## src/rtl/uart_fifo_link.sv

```systemverilog
// Full-duplex UART with TX/RX FIFOs, sticky framing/overflow flags and a configurable payload width.
// Define UART_PARITY_EN to add an even parity bit after the data bits (inserted on TX, checked on RX).
module uart_fifo_link #(
  parameter int CLK_FREQ  = 100_000_000,
  parameter int BAUD      = 115_200,
  parameter int DATA_BITS = 8,
  parameter int DEPTH     = 16
) (
  input  logic                   clk,
  input  logic                   rst,
  input  logic                   rxd,
  output logic                   txd,
  input  logic [DATA_BITS-1:0]   tx_data,
  input  logic                   tx_vld,
  output logic                   tx_rdy,
  output logic [DATA_BITS-1:0]   rx_data,
  output logic                   rx_vld,
  input  logic                   rx_rdy,
  output logic                   rx_ovf,
  output logic                   rx_ferr,
  input  logic                   err_clr,
  output logic [$clog2(DEPTH):0] tx_level,
  output logic [$clog2(DEPTH):0] rx_level
);

  localparam int AW  = $clog2(DEPTH);
  localparam int DIV = CLK_FREQ / BAUD;
  localparam int CW  = $clog2(DIV);
  localparam int BW  = $clog2(DATA_BITS);
  localparam logic [CW-1:0] FULL_TICK = CW'(DIV - 1);
  localparam logic [CW-1:0] HALF_TICK = CW'(DIV / 2 - 1);
  localparam logic [BW-1:0] LAST_BIT  = BW'(DATA_BITS - 1);
  localparam logic [AW:0]   FULL_LVL  = (AW + 1)'(DEPTH);

  typedef enum logic [2:0] {
    TX_IDLE,
    TX_START,
    TX_DATA,
`ifdef UART_PARITY_EN
    TX_PARITY,
`endif
    TX_STOP
  } tx_state_t;

  typedef enum logic [2:0] {
    RX_IDLE,
    RX_START,
    RX_DATA,
`ifdef UART_PARITY_EN
    RX_PARITY,
`endif
    RX_STOP,
    RX_WAIT
  } rx_state_t;

  // ---------------- TX FIFO ----------------
  logic [DATA_BITS-1:0] tx_mem [DEPTH];
  logic [AW-1:0]        tx_wp, tx_rp;
  logic [AW:0]          tx_cnt;
  logic                 tx_push, tx_pop;

  assign tx_rdy   = (tx_cnt != FULL_LVL);
  assign tx_push  = tx_vld & tx_rdy;
  assign tx_level = tx_cnt;

  always_ff @(posedge clk) begin
    if (tx_push) tx_mem[tx_wp] <= tx_data;
  end

  always_ff @(posedge clk or posedge rst) begin
    if (rst) begin
      tx_wp  <= '0;
      tx_rp  <= '0;
      tx_cnt <= '0;
    end else begin
      if (tx_push) tx_wp <= tx_wp + AW'(1);
      if (tx_pop)  tx_rp <= tx_rp + AW'(1);
      case ({tx_push, tx_pop})
        2'b10:   tx_cnt <= tx_cnt + (AW + 1)'(1);
        2'b01:   tx_cnt <= tx_cnt - (AW + 1)'(1);
        default: tx_cnt <= tx_cnt;
      endcase
    end
  end

  // ---------------- RX FIFO ----------------
  logic [DATA_BITS-1:0] rx_mem [DEPTH];
  logic [AW-1:0]        rx_wp, rx_rp;
  logic [AW:0]          rx_cnt;
  logic                 rx_push, rx_pop;
  logic [DATA_BITS-1:0] rx_shift;

  assign rx_vld   = (rx_cnt != '0);
  assign rx_pop   = rx_vld & rx_rdy;
  assign rx_data  = rx_mem[rx_rp];
  assign rx_level = rx_cnt;

  always_ff @(posedge clk) begin
    if (rx_push) rx_mem[rx_wp] <= rx_shift;
  end

  always_ff @(posedge clk or posedge rst) begin
    if (rst) begin
      rx_wp  <= '0;
      rx_rp  <= '0;
      rx_cnt <= '0;
    end else begin
      if (rx_push) rx_wp <= rx_wp + AW'(1);
      if (rx_pop)  rx_rp <= rx_rp + AW'(1);
      case ({rx_push, rx_pop})
        2'b10:   rx_cnt <= rx_cnt + (AW + 1)'(1);
        2'b01:   rx_cnt <= rx_cnt - (AW + 1)'(1);
        default: rx_cnt <= rx_cnt;
      endcase
    end
  end

  // ---------------- TX FSM ----------------
  tx_state_t            tx_state, tx_state_nx;
  logic [CW-1:0]        tx_baud;
  logic [BW-1:0]        tx_bit;
  logic [DATA_BITS-1:0] tx_shift;
  logic                 tx_tick;
`ifdef UART_PARITY_EN
  logic                 tx_par;
`endif

  assign tx_tick = (tx_baud == FULL_TICK);

  always_ff @(posedge clk or posedge rst) begin
    if (rst) tx_state <= TX_IDLE;
    else     tx_state <= tx_state_nx;
  end

  // STOP reloads straight into START when more data is queued, so frames run back to back.
  always_comb begin
    tx_state_nx = tx_state;
    tx_pop      = 1'b0;
    case (tx_state)
      TX_IDLE: begin
        if (tx_cnt != '0) begin
          tx_pop      = 1'b1;
          tx_state_nx = TX_START;
        end
      end
      TX_START: if (tx_tick) tx_state_nx = TX_DATA;
      TX_DATA: begin
        if (tx_tick && tx_bit == LAST_BIT) begin
`ifdef UART_PARITY_EN
          tx_state_nx = TX_PARITY;
`else
          tx_state_nx = TX_STOP;
`endif
        end
      end
`ifdef UART_PARITY_EN
      TX_PARITY: if (tx_tick) tx_state_nx = TX_STOP;
`endif
      TX_STOP: begin
        if (tx_tick) begin
          if (tx_cnt != '0) begin
            tx_pop      = 1'b1;
            tx_state_nx = TX_START;
          end else begin
            tx_state_nx = TX_IDLE;
          end
        end
      end
      default: tx_state_nx = TX_IDLE;
    endcase
  end

  always_ff @(posedge clk or posedge rst) begin
    if (rst) begin
      tx_baud  <= '0;
      tx_bit   <= '0;
      tx_shift <= '0;
`ifdef UART_PARITY_EN
      tx_par   <= 1'b0;
`endif
    end else begin
      if (tx_state == TX_IDLE || tx_tick) tx_baud <= '0;
      else                                tx_baud <= tx_baud + CW'(1);
      if (tx_pop) begin
        tx_shift <= tx_mem[tx_rp];
        tx_bit   <= '0;
`ifdef UART_PARITY_EN
        tx_par   <= ^tx_mem[tx_rp];
`endif
      end else if (tx_state == TX_DATA && tx_tick) begin
        tx_shift <= tx_shift >> 1;
        tx_bit   <= tx_bit + BW'(1);
      end
    end
  end

  always_comb begin
    txd = 1'b1;
    case (tx_state)
      TX_START:  txd = 1'b0;
      TX_DATA:   txd = tx_shift[0];
`ifdef UART_PARITY_EN
      TX_PARITY: txd = tx_par;
`endif
      default:   txd = 1'b1;
    endcase
  end

  // ---------------- RX path ----------------
  logic          rxd_s1, rxd_s2, rxd_s3;
  logic          rx_fall, rx_tick, par_ok, set_ovf, set_ferr;
  rx_state_t     rx_state, rx_state_nx;
  logic [CW-1:0] rx_baud;
  logic [BW-1:0] rx_bit;
`ifdef UART_PARITY_EN
  logic          rx_par;
`endif

  always_ff @(posedge clk or posedge rst) begin
    if (rst) begin
      rxd_s1 <= 1'b1;
      rxd_s2 <= 1'b1;
      rxd_s3 <= 1'b1;
    end else begin
      rxd_s1 <= rxd;
      rxd_s2 <= rxd_s1;
      rxd_s3 <= rxd_s2;
    end
  end

  assign rx_fall = rxd_s3 & ~rxd_s2;
  assign rx_tick = (rx_state == RX_START) ? (rx_baud == HALF_TICK) : (rx_baud == FULL_TICK);
`ifdef UART_PARITY_EN
  assign par_ok  = (rx_par == ^rx_shift);
`else
  assign par_ok  = 1'b1;
`endif

  always_ff @(posedge clk or posedge rst) begin
    if (rst) rx_state <= RX_IDLE;
    else     rx_state <= rx_state_nx;
  end

  // A full FIFO still accepts the byte when the consumer pops in the same cycle.
  always_comb begin
    rx_state_nx = rx_state;
    rx_push     = 1'b0;
    set_ovf     = 1'b0;
    set_ferr    = 1'b0;
    case (rx_state)
      RX_IDLE:  if (rx_fall) rx_state_nx = RX_START;
      RX_START: if (rx_tick) rx_state_nx = rxd_s2 ? RX_IDLE : RX_DATA;
      RX_DATA: begin
        if (rx_tick && rx_bit == LAST_BIT) begin
`ifdef UART_PARITY_EN
          rx_state_nx = RX_PARITY;
`else
          rx_state_nx = RX_STOP;
`endif
        end
      end
`ifdef UART_PARITY_EN
      RX_PARITY: if (rx_tick) rx_state_nx = RX_STOP;
`endif
      RX_STOP: begin
        if (rx_tick) begin
          if (rxd_s2 && par_ok) begin
            rx_state_nx = RX_IDLE;
            if (rx_cnt != FULL_LVL || rx_pop) rx_push = 1'b1;
            else                              set_ovf = 1'b1;
          end else begin
            set_ferr    = 1'b1;
            rx_state_nx = RX_WAIT;
          end
        end
      end
      RX_WAIT:  if (rxd_s2) rx_state_nx = RX_IDLE;
      default:  rx_state_nx = RX_IDLE;
    endcase
  end

  always_ff @(posedge clk or posedge rst) begin
    if (rst) begin
      rx_baud  <= '0;
      rx_bit   <= '0;
      rx_shift <= '0;
`ifdef UART_PARITY_EN
      rx_par   <= 1'b0;
`endif
      rx_ovf   <= 1'b0;
      rx_ferr  <= 1'b0;
    end else begin
      if (rx_state == RX_IDLE || rx_state == RX_WAIT || rx_tick) rx_baud <= '0;
      else                                                       rx_baud <= rx_baud + CW'(1);
      if (rx_state == RX_START) begin
        rx_bit <= '0;
      end else if (rx_state == RX_DATA && rx_tick) begin
        rx_shift <= {rxd_s2, rx_shift[DATA_BITS-1:1]};
        rx_bit   <= rx_bit + BW'(1);
      end
`ifdef UART_PARITY_EN
      if (rx_state == RX_PARITY && rx_tick) rx_par <= rxd_s2;
`endif
      // A new error in the same cycle as err_clr keeps the flag set.
      if (set_ovf)      rx_ovf <= 1'b1;
      else if (err_clr) rx_ovf <= 1'b0;
      if (set_ferr)     rx_ferr <= 1'b1;
      else if (err_clr) rx_ferr <= 1'b0;
    end
  end

endmodule

```

## config.mk

```make
export PLATFORM = sky130hd
export DESIGN_NAME = uart_fifo_link
export DESIGN_NICKNAME = d
export VERILOG_FILES = /design/src/rtl/uart_fifo_link.sv
export SDC_FILE = /design/constraint.sdc
export NUM_CORES = 1
export LEC_CHECK = 0
export ABC_AREA = 1
export BUFFER_PORTS_ARGS = -buffer_cell sky130_fd_sc_hd__buf_2
export CAP_MARGIN = 20
export CORE_MARGIN = 2
export CORE_UTILIZATION = 60
export DETAILED_ROUTE_END_ITERATION = 7
export GPL_TIMING_DRIVEN = 0
export PLACE_DENSITY_LB_ADDON = 0.3
export SLEW_MARGIN = 40
export SYNTH_ARGS = -nofsm -noshare
export SYNTH_HDL_FRONTEND = slang
export SYNTH_SLANG_ARGS = --single-unit
export TNS_END_PERCENT = 10
```

## constraint.sdc

```tcl
create_clock -name clk -period 2.9 [get_ports clk]
set_input_delay 0.435 -clock clk [delete_from_list [all_inputs] [get_ports clk]]
set_output_delay 0.435 -clock clk [all_outputs]
set_load 0.05 [all_outputs]
```

* Word level (Yosys, flattened, before mapping)
Memory sizes are Yosys's and may differ from the RTL's. Index checks and enable logic that the tools add are counted.
Word-level totals: register bits after elaboration 79, input bits 14, bits in writable memories 256, logic and storage cells 133, memories kept 2, output and inout port bits 23
Memory list:
- rx_mem | depth 16, width 8, read ports 1, clocked after memory_dff 0, write ports 1, RTL line 87 | logic [DATA_BITS-1:0] rx_mem [DEPTH];
- tx_mem | depth 16, width 8, read ports 1, clocked after memory_dff 0, write ports 1, RTL line 57 | logic [DATA_BITS-1:0] tx_mem [DEPTH];
Operators by class: equal/unequal tests 27, multiplexer cells 47, add/sub/neg operators 12, bitwise gates (word level) 5, reductions and logical operators 21
Operators by type and width (count):
- 3-bit 2-to-1 mux | 14
- 1-bit 2-to-1 mux | 22
- 10-bit by 1-bit adder with 10-bit output (second input constant) | 2
- 10-bit == test (second input constant) | 2
- 10-bit 2-to-1 mux | 2
- 5-bit case mux with 2 select lines | 2
- 2-bit != test (second input constant) | 9
- 4-bit by 1-bit adder with 4-bit output (second input constant) | 4
- 8-bit 2-to-1 mux | 2
- 3-bit case mux with 5 select lines | 1
- 3-bit by 2-bit == test with 1-bit output (second input constant) | 4
- 3-bit case mux with 4 select lines | 1
- 2-bit nonzero test | 6
- 5-bit by 1-bit adder with 5-bit output (second input constant) | 2
- 10-bit by 9-bit == test with 1-bit output (second input constant) | 1
- 5-bit != test (second input constant) | 2
- 5-bit nonzero test | 2
- 5-bit by 1-bit subtractor with 5-bit output (second input constant) | 2
- 3-bit == test (second input constant) | 3
- 3-bit by 1-bit adder with 3-bit output (second input constant) | 2
- 3-bit by 1-bit == test with 1-bit output (second input constant) | 2
- 3-bit zero test | 2
- 5-bit AND reduction | 1
- 2-bit by 1-bit == test with 1-bit output (second input constant) | 2
- other kinds (9) | 20

* Depth between registers and ports, before layout
word-level depth 9, mapped depth 19

* Worst setup path after synthesis
OpenSTA, ideal clock, no wires.
kind register to register, start register rx_cnt[1], in the netlist rx_level[1], end register rx_cnt[4], in the netlist rx_level[4], cell stages (with the launch flop) 18, library setup time 0.083 ns, data arrival time 2.803 ns, path slack 0.015 ns, required time 2.817 ns, cells stage by stage dfrtp_1 > inv_1 > nand3_1 > inv_1 > nand2_1 > nand2_1 > inv_1 > ha_1 > clkbuf_2 > xor2_1 > ha_1 > inv_1 > nand2_1 > nand2_1 > o21ai_0 > xor2_1 > nand2_1 > o21ai_0
On the way: word-level cells in the longest chain between the ends 9, elaborated cells on any way between the ends 14
Ends and longest elaborated chain:
- from (decl) | RTL line 89 | logic [AW:0] rx_cnt;
- from (signal assigned) | RTL line 111 | 2'b10: rx_cnt <= rx_cnt + (AW + 1)'(1);
- from (signal assigned) | RTL line 112 | 2'b01: rx_cnt <= rx_cnt - (AW + 1)'(1);
- from (signal assigned) | RTL line 113 | default: rx_cnt <= rx_cnt;
- 5-bit nonzero test (*) | RTL line 93 | assign rx_vld = (rx_cnt != '0);
- named net rx_vld | RTL line 17 | output logic rx_vld,
- 1-bit bitwise AND (*) | RTL line 94 | assign rx_pop = rx_vld & rx_rdy;
- named net rx_pop | RTL line 90 | logic rx_push, rx_pop;
- 1-bit logical OR | RTL line 269 | if (rx_cnt != FULL_LVL || rx_pop) rx_push = 1'b1;
- 1-bit 2-to-1 mux | RTL line 269
- 1-bit 2-to-1 mux | RTL line 267 | if (rxd_s2 && par_ok) begin
- 1-bit 2-to-1 mux | RTL line 266 | if (rx_tick) begin
- 1-bit 2-to-1 mux | RTL line 250 | case (rx_state)
- 2-bit by 1-bit == test with 1-bit output / 2-bit == test (equally long branches) | RTL line 110 | case ({rx_push, rx_pop})
- 5-bit case mux with 2 select lines / 2-bit nonzero test (equally long branches)
Mark *: on every way through the listed nets, which the timed path passes. The rest lies on a longest branch. A chain may end at the register's enable or synchronous reset.

* Final worst setup path
start register rx_rp[0], end output port rx_data[2]
On the way: word-level cells in the longest chain between the ends 1
Ends and longest elaborated chain:
- from (decl) | RTL line 88 | logic [AW-1:0] rx_wp, rx_rp;
- from (signal assigned) | RTL line 109 | if (rx_pop) rx_rp <= rx_rp + AW'(1);
- memory read 16 x 8 bit
- to (decl) | RTL line 16 | output logic [DATA_BITS-1:0] rx_data,
Every way passes these cells.

==> metrics.cfg <==
[grt]
gr-usage-all-layers_pct = 25.70
grt_max_degree = 41
grt_pass1_vias = 9142
overflow = 0
grt_pass1_wl_um = 48650
antenna_found_initial = 0

[layout]
drive_above_1_share_pct = 11.07
synthToLayoutAreaGrowth_pct = 12.01
stdcell_area_mm2 = 0.01606
diodes = 0
num-nets-final = 1365
layout_commonest_cell = edfxtp_1
layout_common_cells = edfxtp_1, nor2_1, nand2_1
fillers = 1660

[critical_path]
required_ps = 2470
crit_type = flop to output port
critPathLaunchType = flop
worstPathArrival_ps = 2450
cp_max_fo = 10
crit_path_end_kind = output port

[route]
viasPerCell = 5.744
dr.pass1.iters = 6
vias = 9564
ant_nets = 0
topRoutingLayerUsed = met4
wl_met3_um = 2667
met1Wirelength_um = 13020
wl_met2_um = 14640
wirelength_um = 31290
drc = 0
avgRoutedWirePerCell_um = 18.79
drtIter0Drc = 1132

[sta]
min_period_ps = 2888
grt_setup_unrepaired = true
finalHoldViolations = 0
finalCritPeriodShare_pct = 99.57
tightest_slew_ps = 795.4
fin_skew_ps = 22.37
timing.max_slew.rel_slack_pct = 46.78
setup_viol = 0
finalMaxSlewViolations = 0
finalSetupTns_ps = 0
worst_slack_ps = 12.40
fmax_mhz = 346.3

[synth]
synth_fa_ha_area_share_pct = 2.496
synth_top_family_by_area = simple AND/OR/NAND/NOR gates
synthesis.area_mm2 = 0.01434
yosysUniqueCellTypes = 45
avgSynthCellArea_um2 = 11.48
synth-compound-area-share_pct = 8.256
yosysSeqAreaShare_pct = 67.26
syn_inst = 1249
synth_xor_area_share_pct = 1.344
synth_nets = 1291
yosys_register_bits = 334
synth_simple_gate_area_share_pct = 14.25
yosys_warnings = 0
synth.area.mux_share_pct = 2.164

[power]
p_per_area_mw_per_mm2 = 812.2
leakagePower_nw = 6.336
peakVddDrop_v = 0.0007158
power_mw = 13.04

[run]
drv_cap = 0

[floorplanning]
core_area_mm2 = 0.02347
fp.dieArea_mm2 = 0.02515
die_y_um = 158.6
chipWidth_um = 158.6
fp-row-count = 56
initial_core_util_pct = 61.08
io-pin-count = 37

[placed_design]
postPlaceCellArea_mm2 = 0.01494
io_buffers = 36
gp_congestion = 0.9796
dp_slack_ps = -108.0
dpl.hpwl_um = 20840

[clock_tree]
cts_tree = built
cts.clk_slew.worst_paths_ps = 60
root_buffer = clkbuf_16
insertion_delay_ps = 520
htreeDepth = 2
cts_buffers = 34
clkSinkCount = 334
cts.path.max_buffers = 3

[min_path]
hp-class = input pin to flop

[run_status]
status = finished, final reports clean

## worst max-delay path, stage by stage (launching register included)
cell and delay [ps]:
dfrtp_1 380, buf_2 170, clkbuf_1 260, o21ai_0 350, o21ai_0 170, o211ai_1 290, nand2_1 90, buf_2 220
## state kept, by name, indices dropped and copies added (netlist names), 4 cells and up
register,count
rx_wp,4
rx_rp,4
tx_wp,4
rx_baud,10
tx_rp,4
tx_baud,10
tx_mem,128
tx_level,5
rx_level,5
rx_shift,8
tx_shift,8
rx_mem,128
## power breakdown
group	internal, mW	switching (mW)	total, mW
combinational	0.894	2.34	3.23
sequential	5.48	0.217	5.70
clock	2.38	1.73	4.11
total	8.75	4.29	13.0
## cell usage after synthesis, drive strengths merged
library cell  count  area (µm²)
o22a              1       8.760
dfstp             3       78.83
o31ai             1       7.510
mux2i            31       310.3
nor2            197       783.2
xnor2             5       43.79
clkbuf           24       91.33
a21oi            48       251.5
edfxtp          256        7687
o21ai           118       590.6
ha               27       337.8
a31oi             2       12.51
or2               1       6.260
and3              2       12.51
buf              27       145.1
dfrtp            75        1877
xor2             17       148.9
nand3b            1       7.510
clkinv            1       3.750
nor3             11       60.06
nand2           163       641.9
inv              97       366.6
a211oi            1       7.510
nor3b             7       57.55
nand3            84       430.4
o211ai           39       292.8
nand4             7       43.79
fa                1       20.02
o22ai             2       12.51
## area by class of cell
type / instances / area [µm²] / area share, %
repair buffers: 39 / 217.7 / 1.356
inverters: 98 / 375.4 / 2.337
flip-flops and latches: 334 / 9643 / 60.05
well taps: 319 / 399.1 / 2.485
multi-input cells: 766 / 4145 / 25.81
plain buffers: 50 / 245.2 / 1.527
clock buffers: 41 / 898.4 / 5.594
clock inverters: 18 / 135.1 / 0.8414
## metal layers
layer / vias to the layer above / global-route usage [%]
li1: 4486 / -
met1: 4559 / 35.99
met2: 443 / 40.92
met3: 76 / 4.682
met4: 0 / 9.095
met5: - / 0
## per-stage QoR
stage	hold WS (ps)	cells	util (%)
final	34.05	1665	68.42
after CTS	14.21	1665	68.13
after global routing	15.25	1665	68.42
after detailed placement	347.0	1605	63.66
after global placement	345.8	1604	63.55
after floorplan	345.2	1249	-
## path summary, 6_finish.rpt
| check | from | endpoint | slack [ps] | depth (start not counted) |
|---|---|---|---|---|
| max | rx_rp[0]$_DFFE_PP0P_ | rx_data[2] | 10 | 7 |
| min | rxd | rxd_s1$_DFF_PP1_ | 30 | 1 |
| max reg2reg | rx_state[1]$_DFFE_PP0P_ | rx_level[4]$_DFFE_PP0P_ | 310 | 17 |
| min in group asynchronous | rst | tx_rp[0]$_DFFE_PP0P_ | 480 | 3 |
| max in group asynchronous | rst | rxd_s1$_DFF_PP1_ | 1800 | 4 |
| min reg2reg | rxd_s1$_DFF_PP1_ | rxd_s2$_DFF_PP1_ | 360 | 0 |
## cells by family after synthesis
logic type / Yosys count
multiplexers: 31
adder cells (fa/ha/maj): 28
flip-flops: 334
AO/OA/AOI/OAI: 212
buffers and inverters: 149
XOR/XNOR: 22
AND/OR/NAND/NOR: 473
## timing repair
item                                   CTS  global route
gates resized for setup                  2            25
hold buffers                             1             0
buffers inserted                         0             1
pin swaps                                0             1
setup endpoints to repair                1            10
endpoints found under the hold margin   39             0
(Power assumes the default switching activity.)
